**config.mk**
```make
export PLATFORM = sky130hd
export DESIGN_NAME = fifo_burst_reader
export DESIGN_NICKNAME = d
export VERILOG_FILES = /design/src/rtl/fifo_burst_reader.sv
export SDC_FILE = /design/constraint.sdc
export NUM_CORES = 1
export LEC_CHECK = 0
export ABC_CLOCK_PERIOD_IN_PS = 4059
export CAP_MARGIN = 20
export CORE_MARGIN = 3
export CORE_UTILIZATION = 50
export CTS_CLUSTER_SIZE = 20
export DETAILED_ROUTE_END_ITERATION = 7
export DONT_BUFFER_PORTS = 1
export GPL_ROUTABILITY_DRIVEN = 0
export PLACE_DENSITY = 0.67
export RECOVER_POWER = 100
export SLEW_MARGIN = 20
export SYNTH_ARGS = -nofsm -noshare
export SYNTH_HDL_FRONTEND = slang
export SYNTH_SLANG_ARGS = --single-unit
```
**constraint.sdc**
```tcl
create_clock -name rd_clk -period 4.06 [get_ports rd_clk]
set_input_delay 0.609 -clock rd_clk [delete_from_list [all_inputs] [get_ports rd_clk]]
set_output_delay 0.609 -clock rd_clk [all_outputs]
set_load 0.03 [all_outputs]
```
**src/rtl/fifo_burst_reader.sv**
```systemverilog
// -----------------------------------------------------------------------------
// fifo_burst_reader
//
// Read-side consumer for the async FIFO, living entirely in the FIFO read
// clock domain. It watches the FIFO fill level and, once a full burst of
// BURST_LEN words is available, drains exactly that many words onto a
// valid/ready stream, flagging the final beat of the burst with m_last.
//
// The FIFO RAM returns data one cycle after the read strobe is sampled, so a
// 2-entry output buffer absorbs that latency. Reads are only issued when the
// buffer plus the word in flight cannot overflow, which lets the block
// sustain one beat per cycle under backpressure without dropping data.
//
// Optional feature (macro RD_TIMEOUT_FLUSH_EN):
//   When defined, an idle timer counts cycles with a partial fill
//   (0 < data_avail < BURST_LEN). After TIMEOUT such cycles the residual
//   words are flushed as a short burst. When undefined, only full bursts are
//   issued and residual words remain in the FIFO.
//
// Ports:
//   rd_clk        FIFO read clock (single clock)
//   rst           synchronous, active-high reset
//   fifo_rd_en    read strobe to FIFO, one word popped per high cycle
//   fifo_rd_data  FIFO read data, valid the cycle after fifo_rd_en
//   fifo_empty    FIFO empty flag
//   data_avail    number of words available in the FIFO
//   m_valid       output beat valid
//   m_data        output beat data
//   m_last        final beat of the current burst (qualified by m_valid)
//   m_ready       downstream accept
//   busy          high while the controller is not idle
// -----------------------------------------------------------------------------
module fifo_burst_reader #(
    parameter int DATA_W    = 16,
    parameter int FIFO_D    = 32,
    parameter int BURST_LEN = 8,
    parameter int TIMEOUT   = 64
) (
    input  logic                      rd_clk,
    input  logic                      rst,
    output logic                      fifo_rd_en,
    input  logic [DATA_W-1:0]         fifo_rd_data,
    input  logic                      fifo_empty,
    input  logic [$clog2(FIFO_D):0]   data_avail,
    output logic                      m_valid,
    output logic [DATA_W-1:0]         m_data,
    output logic                      m_last,
    input  logic                      m_ready,
    output logic                      busy
);

    localparam int AVAIL_W = $clog2(FIFO_D) + 1;

    localparam logic [AVAIL_W-1:0] BURST_LEN_C = AVAIL_W'(BURST_LEN);
    localparam logic [AVAIL_W-1:0] ONE_C       = AVAIL_W'(1);
    localparam logic [AVAIL_W-1:0] ZERO_C      = AVAIL_W'(0);

    // Elaboration-time sanity check of the configuration.
    if (BURST_LEN < 1 || BURST_LEN > FIFO_D || TIMEOUT < 1 || DATA_W < 1) begin : g_bad_params
        $error("fifo_burst_reader: illegal parameter combination");
    end

    typedef enum logic [1:0] {
        ST_IDLE  = 2'd0,
        ST_BURST = 2'd1,
        ST_DRAIN = 2'd2
    } state_t;

    state_t               state_r;
    logic [AVAIL_W-1:0]   remaining_r;
    logic [AVAIL_W-1:0]   beats_left_r;
    logic                 inflight_r;
    logic [1:0]           occ_r;
    logic [DATA_W-1:0]    head_r;
    logic [DATA_W-1:0]    tail_r;
    logic                 m_valid_r;
    logic                 m_last_r;
    logic                 busy_r;

    logic                 pop_s;
    logic                 push_s;
    logic                 room_s;
    logic                 rd_en_s;
    logic [1:0]           occ_nxt_s;
    logic                 start_full_s;
    logic                 flush_s;
    logic                 load_s;
    logic [AVAIL_W-1:0]   load_len_s;
    logic [AVAIL_W-1:0]   beats_left_nxt_s;

`ifdef RD_TIMEOUT_FLUSH_EN
    localparam int TMR_W = $clog2(TIMEOUT + 1);
    localparam logic [TMR_W-1:0] TIMEOUT_C = TMR_W'(TIMEOUT);
    localparam logic [TMR_W-1:0] TMR_ONE_C = TMR_W'(1);

    logic [TMR_W-1:0] timer_r;

    // Flush a short burst once the partial fill has waited long enough.
    always_comb begin
        flush_s = (timer_r == TIMEOUT_C) && (data_avail != ZERO_C);
    end

    // Idle timer: counts partial-fill cycles, saturating at TIMEOUT.
    always_ff @(posedge rd_clk) begin
        if (rst) begin
            timer_r <= '0;
        end else if ((state_r != ST_IDLE) || load_s) begin
            timer_r <= '0;
        end else if (data_avail == ZERO_C) begin
            timer_r <= '0;
        end else if ((data_avail < BURST_LEN_C) && (timer_r < TIMEOUT_C)) begin
            timer_r <= timer_r + TMR_ONE_C;
        end else begin
            timer_r <= timer_r;
        end
    end
`else
    // Without the timer no short burst is ever launched.
    always_comb begin
        flush_s = 1'b0;
    end
`endif

    // Read strobe and buffer bookkeeping. The strobe has to react to
    // fifo_empty and m_ready in the same cycle, so it is a decode of
    // registered state plus those two inputs rather than a register.
    // A read is allowed while buffer + in-flight word leaves room, or when a
    // beat leaves the buffer in this very cycle to make room.
    always_comb begin
        pop_s   = m_valid_r && m_ready;
        push_s  = inflight_r;
        room_s  = (({1'b0, occ_r} + {2'b00, inflight_r}) < 3'd2) || pop_s;
        rd_en_s = (state_r == ST_BURST) && (remaining_r != ZERO_C) && !fifo_empty && room_s;
        case ({push_s, pop_s})
            2'b10:   occ_nxt_s = occ_r + 2'd1;
            2'b01:   occ_nxt_s = occ_r - 2'd1;
            default: occ_nxt_s = occ_r;
        endcase
    end

    // Burst launch decision and beat countdown for the current burst.
    always_comb begin
        start_full_s = (data_avail >= BURST_LEN_C);
        load_s       = (state_r == ST_IDLE) && (start_full_s || flush_s);
        if (start_full_s) begin
            load_len_s = BURST_LEN_C;
        end else begin
            load_len_s = data_avail;
        end
        if (load_s) begin
            beats_left_nxt_s = load_len_s;
        end else if (pop_s) begin
            beats_left_nxt_s = beats_left_r - ONE_C;
        end else begin
            beats_left_nxt_s = beats_left_r;
        end
    end

    // Two-entry output buffer: head_r is presented, tail_r queues behind it.
    always_ff @(posedge rd_clk) begin
        if (rst) begin
            inflight_r <= 1'b0;
            occ_r      <= 2'd0;
            head_r     <= '0;
            tail_r     <= '0;
            m_valid_r  <= 1'b0;
        end else begin
            inflight_r <= rd_en_s;
            occ_r      <= occ_nxt_s;
            m_valid_r  <= (occ_nxt_s != 2'd0);
            case ({push_s, pop_s})
                2'b10: begin
                    if (occ_r == 2'd0) begin
                        head_r <= fifo_rd_data;
                    end else begin
                        tail_r <= fifo_rd_data;
                    end
                end
                2'b01: begin
                    head_r <= tail_r;
                end
                2'b11: begin
                    // With one entry the arriving word becomes the new head;
                    // with two it slots in behind the promoted tail.
                    if (occ_r == 2'd1) begin
                        head_r <= fifo_rd_data;
                    end else begin
                        head_r <= tail_r;
                        tail_r <= fifo_rd_data;
                    end
                end
                default: begin
                    head_r <= head_r;
                    tail_r <= tail_r;
                end
            endcase
        end
    end

    // Burst controller: IDLE -> BURST (issue reads) -> DRAIN (deliver rest).
    always_ff @(posedge rd_clk) begin
        if (rst) begin
            state_r      <= ST_IDLE;
            remaining_r  <= '0;
            beats_left_r <= '0;
            m_last_r     <= 1'b0;
            busy_r       <= 1'b0;
        end else begin
            beats_left_r <= beats_left_nxt_s;
            // Only the buffer head can be the final beat, so require it to exist.
            m_last_r     <= (beats_left_nxt_s == ONE_C) && (occ_nxt_s != 2'd0);
            case (state_r)
                ST_IDLE: begin
                    if (load_s) begin
                        state_r     <= ST_BURST;
                        remaining_r <= load_len_s;
                        busy_r      <= 1'b1;
                    end else begin
                        state_r     <= ST_IDLE;
                        busy_r      <= 1'b0;
                    end
                end
                ST_BURST: begin
                    busy_r <= 1'b1;
                    if (rd_en_s) begin
                        remaining_r <= remaining_r - ONE_C;
                        if (remaining_r == ONE_C) begin
                            state_r <= ST_DRAIN;
                        end else begin
                            state_r <= ST_BURST;
                        end
                    end else begin
                        state_r <= ST_BURST;
                    end
                end
                ST_DRAIN: begin
                    if (pop_s && (beats_left_r == ONE_C)) begin
                        state_r <= ST_IDLE;
                        busy_r  <= 1'b0;
                    end else begin
                        state_r <= ST_DRAIN;
                        busy_r  <= 1'b1;
                    end
                end
                default: begin
                    state_r     <= ST_IDLE;
                    remaining_r <= '0;
                    busy_r      <= 1'b0;
                end
            endcase
        end
    end

    assign fifo_rd_en = rd_en_s;
    assign m_valid    = m_valid_r;
    assign m_data     = head_r;
    assign m_last     = m_last_r;
    assign busy       = busy_r;

endmodule

```
**After elaboration in Yosys (flattened, before gate mapping)**

Cells that the tools add are included.

- Bitwise gates (word level): 1
- Mux-type cells: 21
- Add/subtract/negate cells: 5
- Magnitude comparators: 2
- Equal/unequal tests: 14
- Reduce and logical (&&, ||, !) cells: 18

Operators with widths:

| kind | count |
|---|---|
| $mux W16 | 4 |
| $pmux W16 S3 | 1 |
| $pmux W16 S2 | 1 |
| $mux W6 | 5 |
| $eq A6 B1 Y1 const B | 3 |
| $pmux W6 S3 | 1 |
| $sub A6 B1 Y6 const B | 2 |
| $ne A2 B2 Y1 const B | 5 |
| $logic_and A1 B1 Y1 | 7 |
| $eq A2 B1 Y1 const B | 3 |
| $eq A2 B2 Y1 const B | 3 |
| $ge A6 B4 Y1 const B | 1 |
| $mux W2 | 3 |
| $pmux W2 S3 | 1 |
| $reduce_and A3 Y1 | 2 |
| $reduce_bool A6 Y1 | 1 |
| $logic_not A2 Y1 | 2 |
| $pmux W2 S2 | 1 |
| $reduce_bool A2 Y1 | 2 |
| $add A2 B1 Y3 | 1 |
| $lt A3 B2 Y1 const B | 1 |
| $mux W1 | 3 |
| $pmux W1 S3 | 1 |
| $reduce_bool A3 Y1 | 1 |
| other kinds (6) | 6 |

- Output and inout bits: 20
- Logic and storage cells: 71
- Register bits: 52
- Input port bits: 26

**Logic depth before layout (Yosys ltp)**

- Word-level depth: 6
- Mapped depth: 8
- Mapped depth without buffers: 7

**Least setup slack after synthesis**

Ideal clock, no wire load.

- Kind: flip-flop to output port
- Start: register m_valid_r (netlist: m_valid)
- End: output port fifo_rd_en
- Stages on the path, launching flop included: 4
- Required time: 3.451 ns
- Data arrival time: 1.503 ns
- Buffers on the path: 0
- Path slack: 1.948 ns
- Cell sequence: dfxtp_1 > nand2_4 > a221o_2 > nor2_1

- Word-level cells in the longest chain between the ends: 3

RTL lines:

| item | RTL line | text |
|---|---|---|
| start: declaration | 76 | `logic m_valid_r;` |
| start signal: assignment | 170 | `m_valid_r <= (occ_nxt_s != 2'd0);` |
| $logic_and A1 B1 Y1 | 130 | `pop_s = m_valid_r && m_ready;` |
| $logic_or A1 B1 Y1 | 132 | `room_s = (({1'b0, occ_r} + {2'b00, inflight_r}) < 3'd2) \|\| pop_s;` |
| $logic_and A1 B1 Y1 | 133 | `rd_en_s = (state_r == ST_BURST) && (remaining_r != ZERO_C) && !fifo_empty && room_s;` |
| end: declaration | 41 | `output logic fifo_rd_en,` |

No other way between the ends.

**Worst setup path after layout**

- Start: register m_valid_r (netlist: m_valid)
- End: register head_r[12] (netlist: m_data[12])

- Word-level cells in the longest chain between the ends: 4
- Elaborated cells on any way between the ends: 8
- Those cells by class: eq/ne (4); mux (1); reduce/logical (3)

RTL lines:

| item | RTL line | text |
|---|---|---|
| $logic_and A1 B1 Y1 * | 130 |  |
| $eq A2 B2 Y1 or $eq A2 B1 Y1 (tied branches) | 171 | `case ({push_s, pop_s})` |
| $ne A2 B2 Y1 (no line) or $reduce_bool A3 Y1 (tied branches) | -- |  |
| $reduce_and A2 Y1 (no line) | -- |  |
| end signal: assignment | 174 | `head_r <= fifo_rd_data;` |
| end signal: assignment | 180 | `head_r <= tail_r;` |
| end signal: assignment | 186 | `head_r <= fifo_rd_data;` |
| end: declaration | 74 | `logic [DATA_W-1:0] head_r;` |

Mark *: on every way between the ends. The rest lies on a longest branch, timed or not.
A chain may end at the register's enable or synchronous reset.

==> metrics.csv <==
stage,metric,value,unit
timing,worst slew pin tran,0.8015,ns
grt,largest net degree at the start of global routing,43,
synth,fraction of registers with async set/reset,0,
grt,total gr overflow,0,
timing,Max Slew Vio Count,0,
drt,remaining antenna violation count,0,
timing,Setup TNS Final,0,ns
setup_path,CP Class,flip-flop to flip-flop,
synth,Synth top area share,0.4275,
cells_and_area,fill cell count,414,
grt,gr busiest metal,met2,
drt,vias per cell,5.578,
drt,DR WL/cell,14.08,um
timing,Worst slew margin,0.4600,
synth,Post-synth EDFFs,0,
drt,DRT iter0 DRCs,94,
timing,Peak Freq,349.7,MHz
worst_hold_path,Worst Hold Path Cells,1,
worst_hold_path,HP Start,rst,
die,Die H,75.79,um
timing,Final Hold Viols,0,
worst_hold_path,Hold WC Path Type,input pin to flip-flop,
synth,Main synth FF type,dfxtp_1,
grt,first-pass GRT wire length,7603,um
flow_run,Max-Cap Viols,0,
synth,Synth cell types,49,
synth,Mean Syn Cell Area,9.223,um2
worst_hold_path,hold path endpoint,beats_left_r[3]$_SDFF_PP0_,
synth,"Net Count, Synth",300,
grt,GRT met3 Usage,0.05409,
setup_path,crit end category,flip-flop,
setup_path,CP max-delay cell,a21oi_1,
timing,clock skew,0.003320,ns
synth,commonest cells in the synthesized netlist,"dfxtp_1 (52), nor2_1 (42), mux2i_1 (19)",
synth,most common cell in the netlist,dfxtp_1,
synth,sequential-to-total area share from yosys stat,0.4275,
pwr,Pwr per Cell Area,425.2,nW/um2
drt,drt total wl,4603,um
cells_and_area,share of layout cells above drive strength 1,0.06870,
cells_and_area,Layout Area Growth over Synthesis,5.961,%
die,DIE AREA,5743,um2
die,Core Area,4534,um2
setup_path,"critical path fanouts, max",22,
cts,hold_buf cts,0,
drt,DR vias,1824,
setup_path,R2R Path Start,m_valid$_SDFF_PP0_,
setup_path,Worst EP required,4.27,ns
cells_and_area,final core occ,0.5690,
drt,DRC viols,0,
placed_design,post-DP HPWL,3264,um
cts,Num CTS Buffers,5,
synth,Mapped Area,2435,um2
grt,initial antenna violation count,0,
cells_and_area,ant diodes,0,
cells_and_area,NumNets Final,297,
synth,top post-synthesis cells by area,"dfxtp_1 (43%), mux2i_1 (7.8%), nor2_1 (6.5%)",
die,Initial Util,0.5370,
pwr,Static Leak,1.057,nW
setup_path,Reg2Reg Depth,8,
cts,CTS tree,built,
timing,Period minus WS final,2.860,ns
synth,Ys Warns,0,
die,Site Rows,24,
grt,met1 Use GR,0.2298,
timing,unrepaired setup endpoints after global routing,false,
setup_path,critical path's top delay family,compound AO/OA/AOI/OAI gates,
setup_path,Crit path largest cell delay,0.59,ns
placed_design,PortBufs,0,
synth,Yosys reg bits,52,
cts,CTS HTree Levels,2,
synth,Yosys top cell by area,dfxtp_1,
drt,Pre-antenna DRT Iters,4,
synth,cells after synthesis,264,
grt,M2 GR Usage,0.2605,
setup_path,reg2reg end,m_data[12]$_SDFFE_PP0P_,
cts,Skew-Pair Late Insertion Delay,0.30,ns
cts,post-CTS resize count,0,
run_status,outcome,completed,
timing,fin crit share,0.7043,
grt,vias in the first global route,1659,
setup_path,CP Depth,8,
setup_path,Critical Path AT,3.07,ns
timing,# setup viols final,0,
cts,Clock transition at path regs,0.09,ns
cts,maximum clock insertion buffer count,2,
die,Die W,75.79,um
pwr,Max IR drop VDD,0.0002908,V
die,Ports,46,
setup_path,critical path launch point type,flip-flop,
cts,CTS root buffer,clkbuf_8,
cts,post-CTS setup buffers,0,
setup_path,r2r setup slk,1.20,ns
setup_path,critical-path cell list,nand2_1 > inv_1 > ha_1 > nor3_1 > a21oi_1 > buf_4 > nor2_1 > a211oi_1,
grt,GRT Util Overall,0.1706,
cts,Sink Count,52,
setup_path,crit path buf inv count,2,
## layout make-up
| cell class | instances | area [um2] | share of cell area |
|---|---|---|---|
| Multi-Input combinational cell | 185 | 1275 | 0.4942 |
| Sequential cell | 52 | 1041 | 0.4035 |
| Tap cell | 65 | 81.33 | 0.03152 |
| Clock buffer | 5 | 68.82 | 0.02667 |
| Inverter | 15 | 56.30 | 0.02182 |
| Clock inverter | 3 | 42.54 | 0.01649 |
| Timing Repair Buffer | 2 | 15.01 | 0.005820 |
## sequential cells by signal (all words and copies together), names as in the netlist
register,count
m_last,1
beats_left_r,6
state_r,2
busy,1
m_valid,1
remaining_r,6
occ_r,2
tail_r,16
m_data,16
inflight_r,1
## per-layer routing
metal,share of wire,up-vias
met5,0,-
met4,0.011,0
met3,0.059,7
met2,0.46,34
met1,0.47,838
li1,-,945
## worst max path at each step
| stage | start | endpoint |
|---|---|---|
| CTS | m_valid$_SDFF_PP0_ | fifo_rd_en |
| global route | m_valid$_SDFF_PP0_ | m_data[12]$_SDFFE_PP0P_ |
| floorplan | m_valid$_SDFF_PP0_ | fifo_rd_en |
| global placement | m_ready | tail_r[7]$_SDFFE_PP0P_ |
| detailed placement | m_ready | tail_r[7]$_SDFFE_PP0P_ |
| finish | m_valid$_SDFF_PP0_ | m_data[12]$_SDFFE_PP0P_ |
## power breakdown
group          leakage (nW)  internal, mW  switching [mW]
clock network        0.0541         0.182           0.163
logic                 0.581        0.0666          0.0840
registers             0.422         0.541          0.0602
## worst register-to-register path, cell delays in order, from the launching register on
cell and delay, ns:
dfxtp_1 0.57, nand2_1 0.28, inv_1 0.27, ha_1 0.32, nor3_1 0.08, a21oi_1 0.59, buf_4 0.37, nor2_1 0.07
a211oi_1 0.23
## metrics by stage
| stage | std cells | power, mW | worst slack, ns | hold WS [ns] | instance area, um2 |
|---|---|---|---|---|---|
| 2_1_floorplan | 264 | 0.7422 | 1.948 | 0.4527 | 2435 |
| 3_3_place_gp | 319 | 0.7652 | 1.581 | 0.4678 | 2484 |
| 3_5_place_dp | 319 | 0.7682 | 1.557 | 0.4741 | 2484 |
| 4_1_cts | 327 | 1.118 | 1.471 | 0.3538 | 2595 |
| 5_1_grt | 327 | 1.158 | 0.9094 | 0.3480 | 2580 |
| 6_report | 327 | 1.097 | 1.200 | 0.3715 | 2580 |
## kinds of logic after synthesis
logic type	share of synthesized area
and+or+nand+nor	0.1696
AOI/OAI and AO/OA	0.2148
DFF	0.4275
buffers and inverters	0.04419
muxes	0.07811
adders and majority gates	0.05139
xor gates and xnor gates	0.01439
## layout by cell type, fill, tap and decap left out, types with 10 or more instances in the layout
master | Yosys | layout
dfxtp_1 | 52 | 52
nor2_1 | 42 | 42
mux2i_1 | 19 | 19
a211oi_1 | 18 | 18
a22oi_1 | 16 | 16
inv_1 | 15 | 15
a21oi_1 | 13 | 13
nand2_1 | 9 | 10
ha_1 | 10 | 10
No activity file was read; power rests on OpenSTA's default activity.
